`config.mk`:
```
export PLATFORM = sky130hd
export DESIGN_NAME = jam_perm_gen_flat
export DESIGN_NICKNAME = d
export VERILOG_FILES = /design/src/rtl/jam_perm_gen_if.sv /design/src/rtl/jam_perm_gen.sv /design/src/flat_wrapper.sv
export SDC_FILE = /design/constraint.sdc
export NUM_CORES = 1
export LEC_CHECK = 0
export BUFFER_PORTS_ARGS = -buffer_cell sky130_fd_sc_hd__buf_2
export CORE_MARGIN = 2
export CORE_UTILIZATION = 40
export CTS_BUF_LIST = sky130_fd_sc_hd__clkbuf_16
export DETAILED_ROUTE_END_ITERATION = 8
export PLACE_DENSITY = 0.61
export SKIP_LAST_GASP = 1
export SYNTH_ARGS = -nofsm -noshare
export SYNTH_HDL_FRONTEND = slang
export SYNTH_SLANG_ARGS = --single-unit
```
`constraint.sdc`:
```
create_clock -name CLK -period 12.15 [get_ports CLK]
set_clock_uncertainty 0.1 [all_clocks]
set_input_delay 2.43 -clock CLK [delete_from_list [all_inputs] [get_ports CLK]]
set_output_delay 2.43 -clock CLK [all_outputs]
set_load 0.01 [all_outputs]
```
`src/rtl/jam_perm_gen_if.sv`:
```
// Handshake bundle between the JAM permutation engine and the cost accumulator.
// The engine drives perm/status; the consumer drives start and perm_ready.
interface jam_perm_gen_if #(
  parameter int N     = 8,
  parameter int IDX_W = 3
);
  logic               start;
  logic [N*IDX_W-1:0] perm;
  logic               perm_valid;
  logic               perm_ready;
  logic               perm_last;
  logic [15:0]        perm_index;
  logic               busy;
  logic               done;

  modport master (
    input  start, perm_ready,
    output perm, perm_valid, perm_last,
    output perm_index, busy, done
  );

  modport slave (
    output start, perm_ready,
    input  perm, perm_valid, perm_last,
    input  perm_index, busy, done
  );
endinterface

```
`src/rtl/jam_perm_gen.sv`:
```
// Lexicographic permutation engine: pivot, successor swap, then
// an in-place suffix reversal one exchange per cycle.
module jam_perm_gen #(
  parameter int N     = 8,
  parameter int IDX_W = 3
) (
  input logic            CLK,
  input logic            RST,
  jam_perm_gen_if.master bus
);
  typedef enum logic [2:0] {
    IDLE, OUT, FIND, SWAP, REV, DONE
  } state_t;

  localparam logic [IDX_W-1:0] ONE  = IDX_W'(1);
  localparam logic [IDX_W-1:0] LAST = IDX_W'(N-1);

  state_t           state_q, state_d;
  logic [IDX_W-1:0] p [N];
  logic [IDX_W-1:0] piv_q, suc_q;
  logic [IDX_W-1:0] lo_q, hi_q;
  logic [IDX_W-1:0] piv_c, suc_c;
  logic             has_piv;
  logic [15:0]      idx_q;
  logic             xfer;
  logic             rev_end;

  always_comb begin
    piv_c   = '0;
    has_piv = 1'b0;
    for (int k = 0; k < N-1; k++) begin
      if (p[k] < p[k+1]) begin
        piv_c   = IDX_W'(k);
        has_piv = 1'b1;
      end
    end
    suc_c = '0;
    for (int k = 1; k < N; k++) begin
      if (IDX_W'(k) > piv_c && p[k] > p[piv_c])
        suc_c = IDX_W'(k);
    end
  end

  assign xfer    = bus.perm_valid && bus.perm_ready;
  // lo < hi always holds inside REV, so lo+1 cannot overflow
  assign rev_end = (lo_q + ONE) >= (hi_q - ONE);

  always_ff @(posedge CLK) begin
    if (RST) state_q <= IDLE;
    else     state_q <= state_d;
  end

  always_comb begin
    state_d = state_q;
    unique case (state_q)
      IDLE: if (bus.start) state_d = OUT;
      OUT: begin
        if (xfer)
          state_d = bus.perm_last ? DONE : FIND;
      end
      FIND: state_d = SWAP;
      SWAP: state_d = ((piv_q + ONE) < LAST) ? REV : OUT;
      REV:  if (rev_end) state_d = OUT;
      DONE: if (bus.start) state_d = OUT;
      default: state_d = IDLE;
    endcase
  end

  always_ff @(posedge CLK) begin
    if (RST) begin
      for (int k = 0; k < N; k++) p[k] <= IDX_W'(k);
      idx_q <= '0;
      piv_q <= '0;
      suc_q <= '0;
      lo_q  <= '0;
      hi_q  <= '0;
    end else begin
      unique case (state_q)
        IDLE, DONE: begin
          if (bus.start) begin
            for (int k = 0; k < N; k++) p[k] <= IDX_W'(k);
            idx_q <= '0;
          end
        end
        OUT: begin
          if (xfer && !bus.perm_last)
            idx_q <= idx_q + 16'd1;
        end
        FIND: begin
          piv_q <= piv_c;
          suc_q <= suc_c;
        end
        SWAP: begin
          p[piv_q] <= p[suc_q];
          p[suc_q] <= p[piv_q];
          lo_q     <= piv_q + ONE;
          hi_q     <= LAST;
        end
        REV: begin
          p[lo_q] <= p[hi_q];
          p[hi_q] <= p[lo_q];
          lo_q    <= lo_q + ONE;
          hi_q    <= hi_q - ONE;
        end
        default: ;
      endcase
    end
  end

  always_comb begin
    bus.perm = '0;
    for (int k = 0; k < N; k++)
      bus.perm[k*IDX_W +: IDX_W] = p[k];
  end

  assign bus.perm_valid = (state_q == OUT);
  assign bus.perm_last  = !has_piv;
  assign bus.perm_index = idx_q;
  assign bus.busy       = !(state_q inside {IDLE, DONE});
  assign bus.done       = (state_q == DONE);
endmodule

```
`src/flat_wrapper.sv`:
```
// flat-port wrapper written by rule: the top's interface ports become plain ports
module jam_perm_gen_flat 
#(
  parameter int N     = 8,
  parameter int IDX_W = 3
)
  (CLK, RST, bus_start, bus_perm_ready, bus_perm, bus_perm_valid, bus_perm_last, bus_perm_index, bus_busy, bus_done);
  jam_perm_gen_if #(.N(N), .IDX_W(IDX_W)) bus_i ();
  input logic CLK;
  input logic RST;
  input wire logic [$bits(bus_i.start)-1:0] bus_start;
  input wire logic [$bits(bus_i.perm_ready)-1:0] bus_perm_ready;
  output wire logic [$bits(bus_i.perm)-1:0] bus_perm;
  output wire logic [$bits(bus_i.perm_valid)-1:0] bus_perm_valid;
  output wire logic [$bits(bus_i.perm_last)-1:0] bus_perm_last;
  output wire logic [$bits(bus_i.perm_index)-1:0] bus_perm_index;
  output wire logic [$bits(bus_i.busy)-1:0] bus_busy;
  output wire logic [$bits(bus_i.done)-1:0] bus_done;
  assign bus_i.start = bus_start;
  assign bus_i.perm_ready = bus_perm_ready;
  assign bus_perm = bus_i.perm;
  assign bus_perm_valid = bus_i.perm_valid;
  assign bus_perm_last = bus_i.perm_last;
  assign bus_perm_index = bus_i.perm_index;
  assign bus_busy = bus_i.busy;
  assign bus_done = bus_i.done;
  jam_perm_gen #(.N(N), .IDX_W(IDX_W)) u_core (.CLK(CLK), .RST(RST), .bus(bus_i));
endmodule
```
==> metrics <==
status=completed; core area=12700 sq um; # IOs=48; nets=661; leading area contributor after synthesis=dfxtp_1; count of final setup violators=0; Slew headroom=43.7%; worst skew pair latency=340 ps; Detailed Route WL=15500 um; min-delay worst type=reg2reg; cell chain of the critical path=ha_1 > nand2_1 > o21ai_2 > nand4_1 > or4b_1 > inv_1 > buf_2; Avg WL per Cell=19.4 um; Yosys reg bits=67; most instantiated library cell after synthesis=nor2_1; CTS resizes=0; Tightest Pin Transition=845 ps; pwr dens=127 nW/um^2; Unique masters post-synth=76; Hold Buf Count CTS=0; CP max FO=13; dpl ws=7030 ps; Area Growth Syn to Fin=12.6%; # diodes=0; clock root buffer=clkbuf_16; Period minus WS final=5500 ps; Mapped Nets=626; via count=4769; Cell Rows=41; CTS H-tree lvls=3; EDFF count, synth=24; synthesized instance count=587; Synth async-reset ratio=0%; RSZ-0062 raised after global routing=false; maximum vdd drop=104 uV; critical path's top delay family=simple AND/OR/NAND/NOR gates; Initial Utilization=41.3%; final setup TNS=0 ps; Fin. Hold Viols=0; CTS tree=yes; Die H=118 um; grt ovf=0; Req. time, crit path=9620 ps; slowest stage delay, CP=730 ps; Worst EP arrival=2970 ps; IO buf count=47; vias in the first global route=4401; Clock Sinks=67; Leak=0.00234 uW; initial antenna violation count=0; maximum root-to-sink buffer count=2; CP max stage cell=or4b_1; Bufs and invs on worst path=2; layout cells sized above 1=18.0%; GRT Overall Usage=22.4%; syn avg cell area=8.91 sq um; DRC Markers=0; fmax=0.182 GHz; post-route worst setup slack=6650 ps; clk slew on worst S/H paths=50 ps; CP Capture Type=output pin; Ys Warns=0; post-synth top area share=16.5%; startpoint types=flip-flop; top cells by area, synth=dfxtp_1 16%, edfxtp_1 14%, ha_1 8.4%, mux4_2 6.9%, nor2_1 5.0%; DRT iter0 DRCs=459; detailed placement HPWL=11800 um; die width=118 um; Mapped Area=5230 sq um; sequential fraction of the synthesis area=30.2%; TritonCTS Buffers=9; first-pass GRT wire length=24600 um; max cap viols=0; synth cell count leaders=69 x nor2_1, 53 x nand2_1, 49 x a21oi_1, 43 x dfxtp_1, 41 x inv_1; gp weighted congestion=1.01; pin count of the biggest net entering global routing=31; Pre-antenna DRT Iters=5; Avg Vias per Cell=5.97; period utilization=45.3%; Post-CTS Setup Repair Bufs=0; DRT antenna net count=0; die area=14000 sq um; Setup CP Type=reg2out; Synth Flop Type=dfxtp_1; max-slew violations=0
==> worst min-delay path, cell delays in order, from the launching register on <==
cell and delay [ps]:
dfxtp_1 320, o21ai_0 70, a21oi_1 60
==> metal layers <==
layer / wire length [um] / vias to the layer above / GRT usage, % / part of all wire (%)
met5: 0 / - / 0 / 0
met3: 1240 / 31 / 6.56 / 8.0
met4: 348 / 0 / 7.45 / 2.3
met1: 6970 / 2268 / 31.0 / 45
met2: 6910 / 210 / 33.5 / 45
li1: - / 2260 / - / -
==> cells in the final DEF (no fill, tap or decap), drive strengths merged, types with 3 or more instances in the layout <==
cell    instances
o221ai          3
a31oi          10
a311oi          3
mux4           24
and2            9
o31ai           4
and3            3
a21boi          3
o211ai          3
clkbuf         10
a211oi          8
nor4            5
a22oi           3
nand4           3
nor3            9
a21oi          50
xor2            3
nand3          14
o22ai          20
nor2b          10
edfxtp         24
xnor2          14
or3             5
a21o            5
mux2            8
o21a            6
o21ai          26
mux2i           7
nand2b          5
dfxtp          43
nand2          54
inv            42
ha             35
nor2           71
clkinv          5
a31o            3
buf            50
==> kinds of logic (layout without fill, tap and decap cells) <==
logic type / after synthesis / in the layout / synth area share [%]
multiplexers: 39 / 39 / 14.2
XOR/XNOR: 17 / 17 / 2.85
flip-flops: 67 / 67 / 30.2
adder cells (fa/ha/maj): 36 / 36 / 8.59
buffers and inverters: 67 / 107 / 4.90
AO/OA/AOI/OAI: 165 / 165 / 21.7
AND/OR/NAND/NOR: 196 / 196 / 17.5
==> final timing paths <==
path | slack [ps] | cells past startpoint | endpoint | start
max | 6650 | 7 | bus_perm_last | u_core.p[6][1]$_DFFE_PP_
min | 400 | 2 | u_core.bus.perm_index[8]$_SDFFE_PP0P_ | u_core.bus.perm_index[8]$_SDFFE_PP0P_
max reg2reg | 7410 | 15 | u_core.suc_q[2]$_SDFFE_PP0N_ | u_core.p[6][1]$_DFFE_PP_
min reg2reg | 400 | 2 | u_core.bus.perm_index[8]$_SDFFE_PP0P_ | u_core.bus.perm_index[8]$_SDFFE_PP0P_
==> stage by stage <==
stage	area [sq um]	hold slack (ps)	utilization [%]	cells	power (uW)
5_1_grt	5890	440	46.5	799	788
3_5_place_dp	5600	398	44.2	783	500
3_3_place_gp	5600	373	44.2	783	497
6_report	5890	398	46.5	799	748
4_1_cts	5890	405	46.5	799	750
2_1_floorplan	5230	400	-	587	437
==> report_power, final <==
part | switching [uW] | total (uW) | internal (uW)
clock network | 97.3 | 247 | 150
registers | 41.0 | 291 | 250
logic | 120 | 210 | 89.2
total | 259 | 748 | 489
==> cell type report <==
cell class / instances / area [sq um]
flip-flops and latches: 67 / 1580
well taps: 172 / 215
clock buffers: 10 / 250
fillers: 1222 / 6780
repair buffers: 50 / 258
clock inverters: 6 / 40.0
multi-input cells: 453 / 3390
inverters: 41 / 154
Note: power is estimated with default switching activity, not from simulation.
